<file path="src/rtl/cpu_pkg.sv">
// rtl/cpu_pkg.sv - shared opcode, jump-select and fetch-state encodings
package cpu_pkg;

    localparam logic [5:0] OP_RTYPE = 6'd0;
    localparam logic [5:0] OP_J     = 6'd2;
    localparam logic [5:0] OP_JAL   = 6'd3;
    localparam logic [5:0] OP_BEQ   = 6'd4;
    localparam logic [5:0] OP_BNE   = 6'd5;
    localparam logic [5:0] OP_ADDI  = 6'd8;
    localparam logic [5:0] OP_LW    = 6'd35;
    localparam logic [5:0] OP_SW    = 6'd43;

    localparam logic [1:0] JUMP_NONE = 2'd0;
    localparam logic [1:0] JUMP_IMM  = 2'd1;
    localparam logic [1:0] JUMP_REG  = 2'd2;

    typedef enum logic [2:0] {
        S_RST  = 3'd0,
        S_REQ  = 3'd1,
        S_WAIT = 3'd2,
        S_EXEC = 3'd3,
        S_HALT = 3'd4
    } fetch_state_t;

endpackage

</file>
<file path="src/rtl/next_pc_sel.sv">
// rtl/next_pc_sel.sv - combinational next-PC select: jump, register jump, taken branch, sequential
module next_pc_sel
    import cpu_pkg::*;
(
    input  logic [31:0] pc_plus4,
    input  logic [31:0] instr,
    input  logic [1:0]  jump,
    input  logic        branch,
    input  logic        branch_taken,
    input  logic [31:0] reg_target,
    output logic [31:0] next_pc
);

    logic [31:0] branch_off;
    logic        unused_opcode_bits;

    assign branch_off         = {{14{instr[15]}}, instr[15:0], 2'b00};
    assign unused_opcode_bits = ^instr[31:26];

    // Reserved jump encoding 3 falls through to the branch/sequential path.
    always_comb begin
        next_pc = pc_plus4;
        if (jump == JUMP_IMM) begin
            next_pc = {pc_plus4[31:28], instr[25:0], 2'b00};
        end else if (jump == JUMP_REG) begin
            next_pc = reg_target;
        end else if (branch && branch_taken) begin
            next_pc = pc_plus4 + branch_off;
        end
    end

endmodule

</file>
<file path="src/rtl/instr_fetch.sv">
// rtl/instr_fetch.sv - fetch stage: PC, imem req/ack, instruction register; option FETCH_ALIGN_CHECK_EN
module instr_fetch
    import cpu_pkg::*;
#(
    parameter logic [31:0] RESET_PC = 32'h0000_0000
) (
    input  logic        clk,
    input  logic        rst_n,
    output logic        imem_req,
    output logic [31:0] imem_addr,
    input  logic        imem_ack,
    input  logic [31:0] imem_rdata,
    input  logic        stall,
    input  logic [1:0]  jump,
    input  logic        branch,
    input  logic        branch_taken,
    input  logic [31:0] reg_target,
    output logic [31:0] instr,
    output logic [5:0]  opcode,
    output logic        instr_valid,
    output logic [31:0] pc,
    output logic [31:0] pc_plus4
`ifdef FETCH_ALIGN_CHECK_EN
    ,
    output logic        misalign
`endif
);

    fetch_state_t state;
    logic [31:0]  next_pc;

    assign imem_addr = pc;
    assign pc_plus4  = pc + 32'd4;
    assign opcode    = instr[31:26];

    next_pc_sel u_next_pc_sel (
        .pc_plus4     (pc_plus4),
        .instr        (instr),
        .jump         (jump),
        .branch       (branch),
        .branch_taken (branch_taken),
        .reg_target   (reg_target),
        .next_pc      (next_pc)
    );

    always_ff @(posedge clk) begin
        if (!rst_n) begin
            state       <= S_RST;
            pc          <= RESET_PC;
            instr       <= '0;
            imem_req    <= 1'b0;
            instr_valid <= 1'b0;
`ifdef FETCH_ALIGN_CHECK_EN
            misalign    <= 1'b0;
`endif
        end else begin
            case (state)
                S_RST: begin
                    state    <= S_REQ;
                    imem_req <= 1'b1;
                end
                S_REQ, S_WAIT: begin
                    if (imem_ack) begin
                        instr       <= imem_rdata;
                        imem_req    <= 1'b0;
                        instr_valid <= 1'b1;
                        state       <= S_EXEC;
                    end else begin
                        state <= S_WAIT;
                    end
                end
                S_EXEC: begin
                    if (!stall) begin
                        instr_valid <= 1'b0;
`ifdef FETCH_ALIGN_CHECK_EN
                        if (next_pc[1:0] != 2'b00) begin
                            misalign <= 1'b1;
                            state    <= S_HALT;
                        end else begin
                            pc       <= next_pc;
                            imem_req <= 1'b1;
                            state    <= S_REQ;
                        end
`else
                        // Low bits dropped so a bad register target still fetches word-aligned.
                        pc       <= next_pc & ~32'h3;
                        imem_req <= 1'b1;
                        state    <= S_REQ;
`endif
                    end
                end
                S_HALT: begin
                    imem_req    <= 1'b0;
                    instr_valid <= 1'b0;
                end
                default: begin
                    state       <= S_RST;
                    imem_req    <= 1'b0;
                    instr_valid <= 1'b0;
                end
            endcase
        end
    end

endmodule

</file>
<file path="config.mk">
export PLATFORM = sky130hd
export DESIGN_NAME = instr_fetch
export DESIGN_NICKNAME = d
export VERILOG_FILES = /design/src/rtl/cpu_pkg.sv /design/src/rtl/next_pc_sel.sv /design/src/rtl/instr_fetch.sv
export SDC_FILE = /design/constraint.sdc
export NUM_CORES = 1
export LEC_CHECK = 0
export CAP_MARGIN = 40
export CORE_MARGIN = 1.5
export CORE_UTILIZATION = 47
export CTS_CLUSTER_DIAMETER = 30
export DETAILED_ROUTE_END_ITERATION = 10
export PLACE_DENSITY = 0.95
export SLEW_MARGIN = 20
export SYNTH_ARGS = -nofsm -noshare
export SYNTH_HDL_FRONTEND = slang
export SYNTH_SLANG_ARGS = --single-unit
</file>
<file path="constraint.sdc">
create_clock -name clk -period 3.9 [get_ports clk]
set_input_delay 0.78 -clock clk [delete_from_list [all_inputs] [get_ports clk]]
set_output_delay 0.78 -clock clk [all_outputs]
set_load 0.02 [all_outputs]
</file>
* Word level (Yosys, flattened, before mapping)
Index checks and enable logic that the tools add are counted.
** Storage, ports and cells
- Logic and storage cells :: 38
- Output and inout port bits :: 136
- Register bits :: 67
- Input bits :: 72
** Operators by class
- Add/subtract/negate cells :: 2
- Equal/unequal tests :: 8
- Multiplexer cells :: 12
- Bitwise operators :: 3
- Reduce and logical (&&, ||, !) cells :: 8
** Operators with widths (number)
- 2-to-1 mux 32 bit :: 3
- adder 32 x 3 -> 32 bit, second input constant :: 1
- adder 32 bit :: 1
- one-hot mux 3 bit (4 select lines) :: 1
- AND reduction 2 bit :: 4
- == test 3 x 2 -> 1 bit, second input constant :: 2
- one-hot mux 1 bit (3 select lines) :: 2
- 2-to-1 mux 1 bit :: 5
- inequality test 2 bit, second input constant :: 2
- == test 3 x 1 -> 1 bit, second input constant :: 1
- == test 3 bit, second input constant :: 1
- logical NOT 3 bit :: 1
- 2-to-1 mux 3 bit :: 1
- inverter 1 bit :: 3
- AND reduction 3 bit :: 1
- == test 2 x 1 -> 1 bit, second input constant :: 1
- == test 2 bit, second input constant :: 1
- OR reduction 2 bit :: 1
- logical AND 1 bit :: 1

* Depth between registers and ports, before layout
- Depth in word-level cells :: 5
- Mapped depth :: 16
- Mapped depth without buffers :: 16

* Modules after synthesis
Synthesis repeated with hierarchy kept, for this count alone.
** Unflattened totals
- Cell total of the unflattened synthesis :: 851
- Area total of the unflattened synthesis :: 6090.8 µm²
** By module, submodules not included
- instr_fetch :: cells an instance 418, times used 1, area each 3270.6 µm², sequential area each 1321.3 µm²
- next_pc_sel :: cells an instance 433, times used 1, area each 2820.2 µm², sequential area each 0.0 µm²

* Worst setup path before layout
Ideal clock, no wire load.
- Kind :: reg2reg
- Start point :: register pc[4], in the netlist imem_addr[4]
- End point :: register pc[17], in the netlist imem_addr[17]
- Slack :: 0.095 ns
- Stages on the path, launching flop included :: 15
- Data arrival time :: 3.735 ns
- Setup time :: 0.070 ns
- Data required time :: 3.830 ns
- Cells stage by stage :: dfxtp_1 and4_1 and2_2 and4_1 xor2_1 ha_1 and2_1 or3_1 o21ai_0 a311oi_1 a211o_1 xnor2_1 a2111oi_0 a221oi_1 a21oi_1
** Between the ends
- Longest elaborated chain between the ends :: 5
** RTL lines
- start, declared :: RTL line instr_fetch.sv:21 : output logic [31:0] pc,
- start signal, assigned :: RTL line instr_fetch.sv:86 : pc <= next_pc & ~32'h3;
- adder 32 x 3 -> 32 bit :: RTL line instr_fetch.sv:33 : assign pc_plus4 = pc + 32'd4;
- net pc_plus4[11] :: RTL line instr_fetch.sv:22 : output logic [31:0] pc_plus4
- adder 32 bit :: RTL line next_pc_sel.sv:28 : next_pc = pc_plus4 + branch_off;
- 2-to-1 mux 32 bit :: RTL line next_pc_sel.sv:27 : end else if (branch && branch_taken) begin
- 2-to-1 mux 32 bit :: RTL line next_pc_sel.sv:25 : end else if (jump == JUMP_REG) begin
- 2-to-1 mux 32 bit :: RTL line next_pc_sel.sv:23 : if (jump == JUMP_IMM) begin
The timed path passes the listed nets, and every way through them passes these cells.
A chain may end at the register's enable or synchronous reset.

* Worst setup path after layout
- Start point :: register pc[9], in the netlist imem_addr[9]
- End point :: output port pc_plus4[29]
** Between the ends
- Longest elaborated chain between the ends :: 1
** RTL lines (RTL line)
- adder 32 x 3 -> 32 bit :: instr_fetch.sv:33
- end, declared :: instr_fetch.sv:22
Every way passes these cells.

==> metrics.md <==
| Metric | Value |
|---|---|
| Count of cell types in the netlist | 68 |
| Min-delay worst type | register to register |
| Mapped cell area | 5920 um2 |
| Seq/Total Area, Yosys | 22.3% |
| Setup WS post-layout | 0.159 ns |
| Routed WL per cell | 19.2 um |
| Largest net degree at the start of global routing | 46 |
| CTS tree | built |
| TritonCTS Buffers | 9 |
| # diodes | 0 |
| Synthesized area per cell | 7.26 um2 |
| GRT met1 Usage | 44.9% |
| Core ar. | 12200 um2 |
| Crit share post-route | 95.9% |
| Yosys reg bits | 66 |
| All-layer global routing usage | 33.3% |
| Layout cells sized above 1 | 10.4% |
| Reg2Reg Depth | 15 |
| Fin util | 70.1% |
| Critical R2R Launch | imem_addr[9] |
| Final net count | 1115 |
| Status | complete, no violations |
| Drt drc | 0 |
| H-tree depth | 3 |
| Vias in the first global route | 6589 |
| Max VDD drop | 0.000354 V |
| GR Util met2 | 52.1% |
| Final ANT Viol Nets | 0 |
| Detailed Routing Iterations Pass 1 | 8 |
| Final setup viols | 0 |
| CTS max path bufs | 2 |
| GPL Wtd Cong | 1.00 |
| Design area | 8520 um2 |
| Num Clock Sinks | 66 |
| CTS clk-pin slew, worst paths | 0.06 ns |
| Synth async-reset ratio | 0% |
| Clk_skew | 0.00782 ns |
| Hold buffer count at cts | 0 |
| Worst EP required | 3.12 ns |
| Hold_sp | instr[25] |
| Dpl hpwl | 17400 um |
| Cell area power density | 323 nW/um2 |
| Num rows | 40 |
| Dpl cell area | 8150 um2 |
| # IOs | 208 |
| Final slew viol count | 0 |
| Pre-CTS setup slack | 0.148 ns |
| Vias | 7086 |
| Max-Slew Margin vs Limit | 49.6% |
| Initial Utilization | 48.7% |
| Initial antenna violation count | 0 |
| Most used DFF post-synth | dfxtp_1 |
| Setup crit start | imem_addr[9] |
| Hold Path Cell Cnt | 2 |
| Chip height | 115 um |
| Worst setup EP type | primary output |
| Synth warn | 0 |
| WP data arrival | 2.96 ns |
| Layout Cells excl Fill | 1177 |
| Hold violation total from the final report | 0 |
| Chip Width | 115 um |
| CP startpoint kind | register |
| Worst-Margin Slew | 0.753 ns |
| Die area | 13300 um2 |
| PortBufs | 199 |
| Drt initial violations | 993 |
| GR Overflow Total | 0 |
| Total power | 2750 uW |
| Detailed-route vias per instance | 6.02 |
| Post-Route WL | 22600 um |
| Leak pwr | 0.00356 uW |
| First-pass GRT wire length | 34600 um |
| Cells after DPL | 1160 |
| Final min period | 3.74 ns |
| Syn Inst Count | 816 |
| EDFF count, synth | 0 |
| Global routing's busiest layer | met2 |
| Clock Latency Late Sink | 0.34 ns |
| Root buf cell | clkbuf_16 |
| Max-Cap Viols | 0 |
| F_max | 267 MHz |
| Area Overhead vs Synth | 43.9% |
| Met3 Use GR | 7.43% |
| CP Class | register to primary output |
| Max FO, Critical Path | 5 |
-- cells by family after synthesis --
logic type | synth area share, %
other | 0.0633
AO/OA/AOI/OAI | 28.2
AND/OR/NAND/NOR | 22.0
XOR/XNOR | 7.25
adder cells (fa/ha/maj) | 8.37
flip-flops | 22.3
multiplexers | 2.45
buffers and inverters | 9.38
-- state kept, by name (all words and copies together), names as in the netlist --
| signal | cells |
|---|---|
| imem_addr | 30 |
| imem_req | 1 |
| instr | 32 |
| instr_valid | 1 |
| state | 2 |
-- critical path, cell delays in order (launching register included) --
cell and delay [ns]:
dfxtp_1 0.43, nand4_1 0.25, nor4b_4 0.43, nand4_1 0.26, nand2b_1 0.23, xnor2_1 0.34, clkdlybuf4s50_1 0.68
-- routing by layer --
| layer | part of all wire, % | vias up |
|---|---|---|
| met2 | 44 | 531 |
| met1 | 40 | 3199 |
| met5 | 0 | - |
| li1 | - | 3277 |
| met4 | 3.7 | 0 |
| met3 | 12 | 79 |
-- what timing repair did --
action | 4_1_cts | 5_1_grt
setup buffers | 0 | 1
resized for setup | 0 | 14
setup endpoints to repair | 0 | 11
-- cells in the mapped netlist, drive strengths merged (10+ instances only) --
library cell | number | share of area, %
a211oi | 17 | 2.2
a21o | 24 | 3.0
a21oi | 87 | 7.4
and3 | 10 | 1.1
buf | 45 | 5.5
clkbuf | 39 | 2.5
dfxtp | 66 | 22
ha | 38 | 8.0
inv | 21 | 1.3
mux2i | 10 | 1.7
nand2 | 117 | 7.5
nand3 | 28 | 2.4
nand4 | 14 | 1.5
nor2 | 66 | 4.2
nor3 | 10 | 0.85
o211ai | 16 | 2.0
o21ai | 50 | 4.3
xnor2 | 31 | 4.6
xor2 | 18 | 2.7
-- final timing paths --
kind	to	slack (ns)
max	pc_plus4[29]	0.16
min	instr[25]	0.47
max reg2reg	imem_addr[20]	0.20
min reg2reg	instr[25]	0.47
-- power breakdown --
group / total (uW) / leakage (uW) / switching (uW) / internal, uW
Combinational: 1090 / 0.00288 / 604 / 484
Clock: 831 / 0.000146 / 331 / 500
Sequential: 834 / 0.000538 / 90.9 / 743
-- cell type report --
cell class	instances	area [um2]
Fill cell	971	3640
Timing Repair Buffer	256	2470
Tap cell	168	210
Sequential cell	66	1320
Multi-Input combinational cell	649	4130
Inverter	22	82.6
Clock buffer	9	225
Clock inverter	7	77.6
-- stage by stage --
| stage | hold WS [ns] | setup TNS, ns |
|---|---|---|
| final | 0.474 | 0 |
| after global routing | 0.505 | -0.00135 |
| after CTS | 0.480 | 0 |
| after detailed placement | 0.472 | 0 |
| after global placement | 0.460 | 0 |
| after floorplan | 0.460 | 0 |
-- placed cells by master (no fill, tap or decap), types with 6 or more instances in the layout --
master	netlist	final
a211oi_1	16	15
a21o_1	24	24
a21oi_1	86	85
a31oi_1	7	7
and2_1	7	8
and3_1	10	10
and4_1	7	7
buf_4	42	54
clkbuf_16	0	9
clkdlybuf4s50_1	0	199
conb_1	1	6
dfxtp_1	66	65
ha_1	38	36
inv_1	21	21
mux2i_1	10	10
nand2_1	116	116
nand3_1	28	27
nand4_1	14	14
nor2_1	66	65
nor3_1	10	10
o211ai_1	16	16
o21a_1	8	8
o21ai_0	46	45
xnor2_1	31	29
xor2_1	18	17
Note: power is estimated with default switching activity, not from simulation.
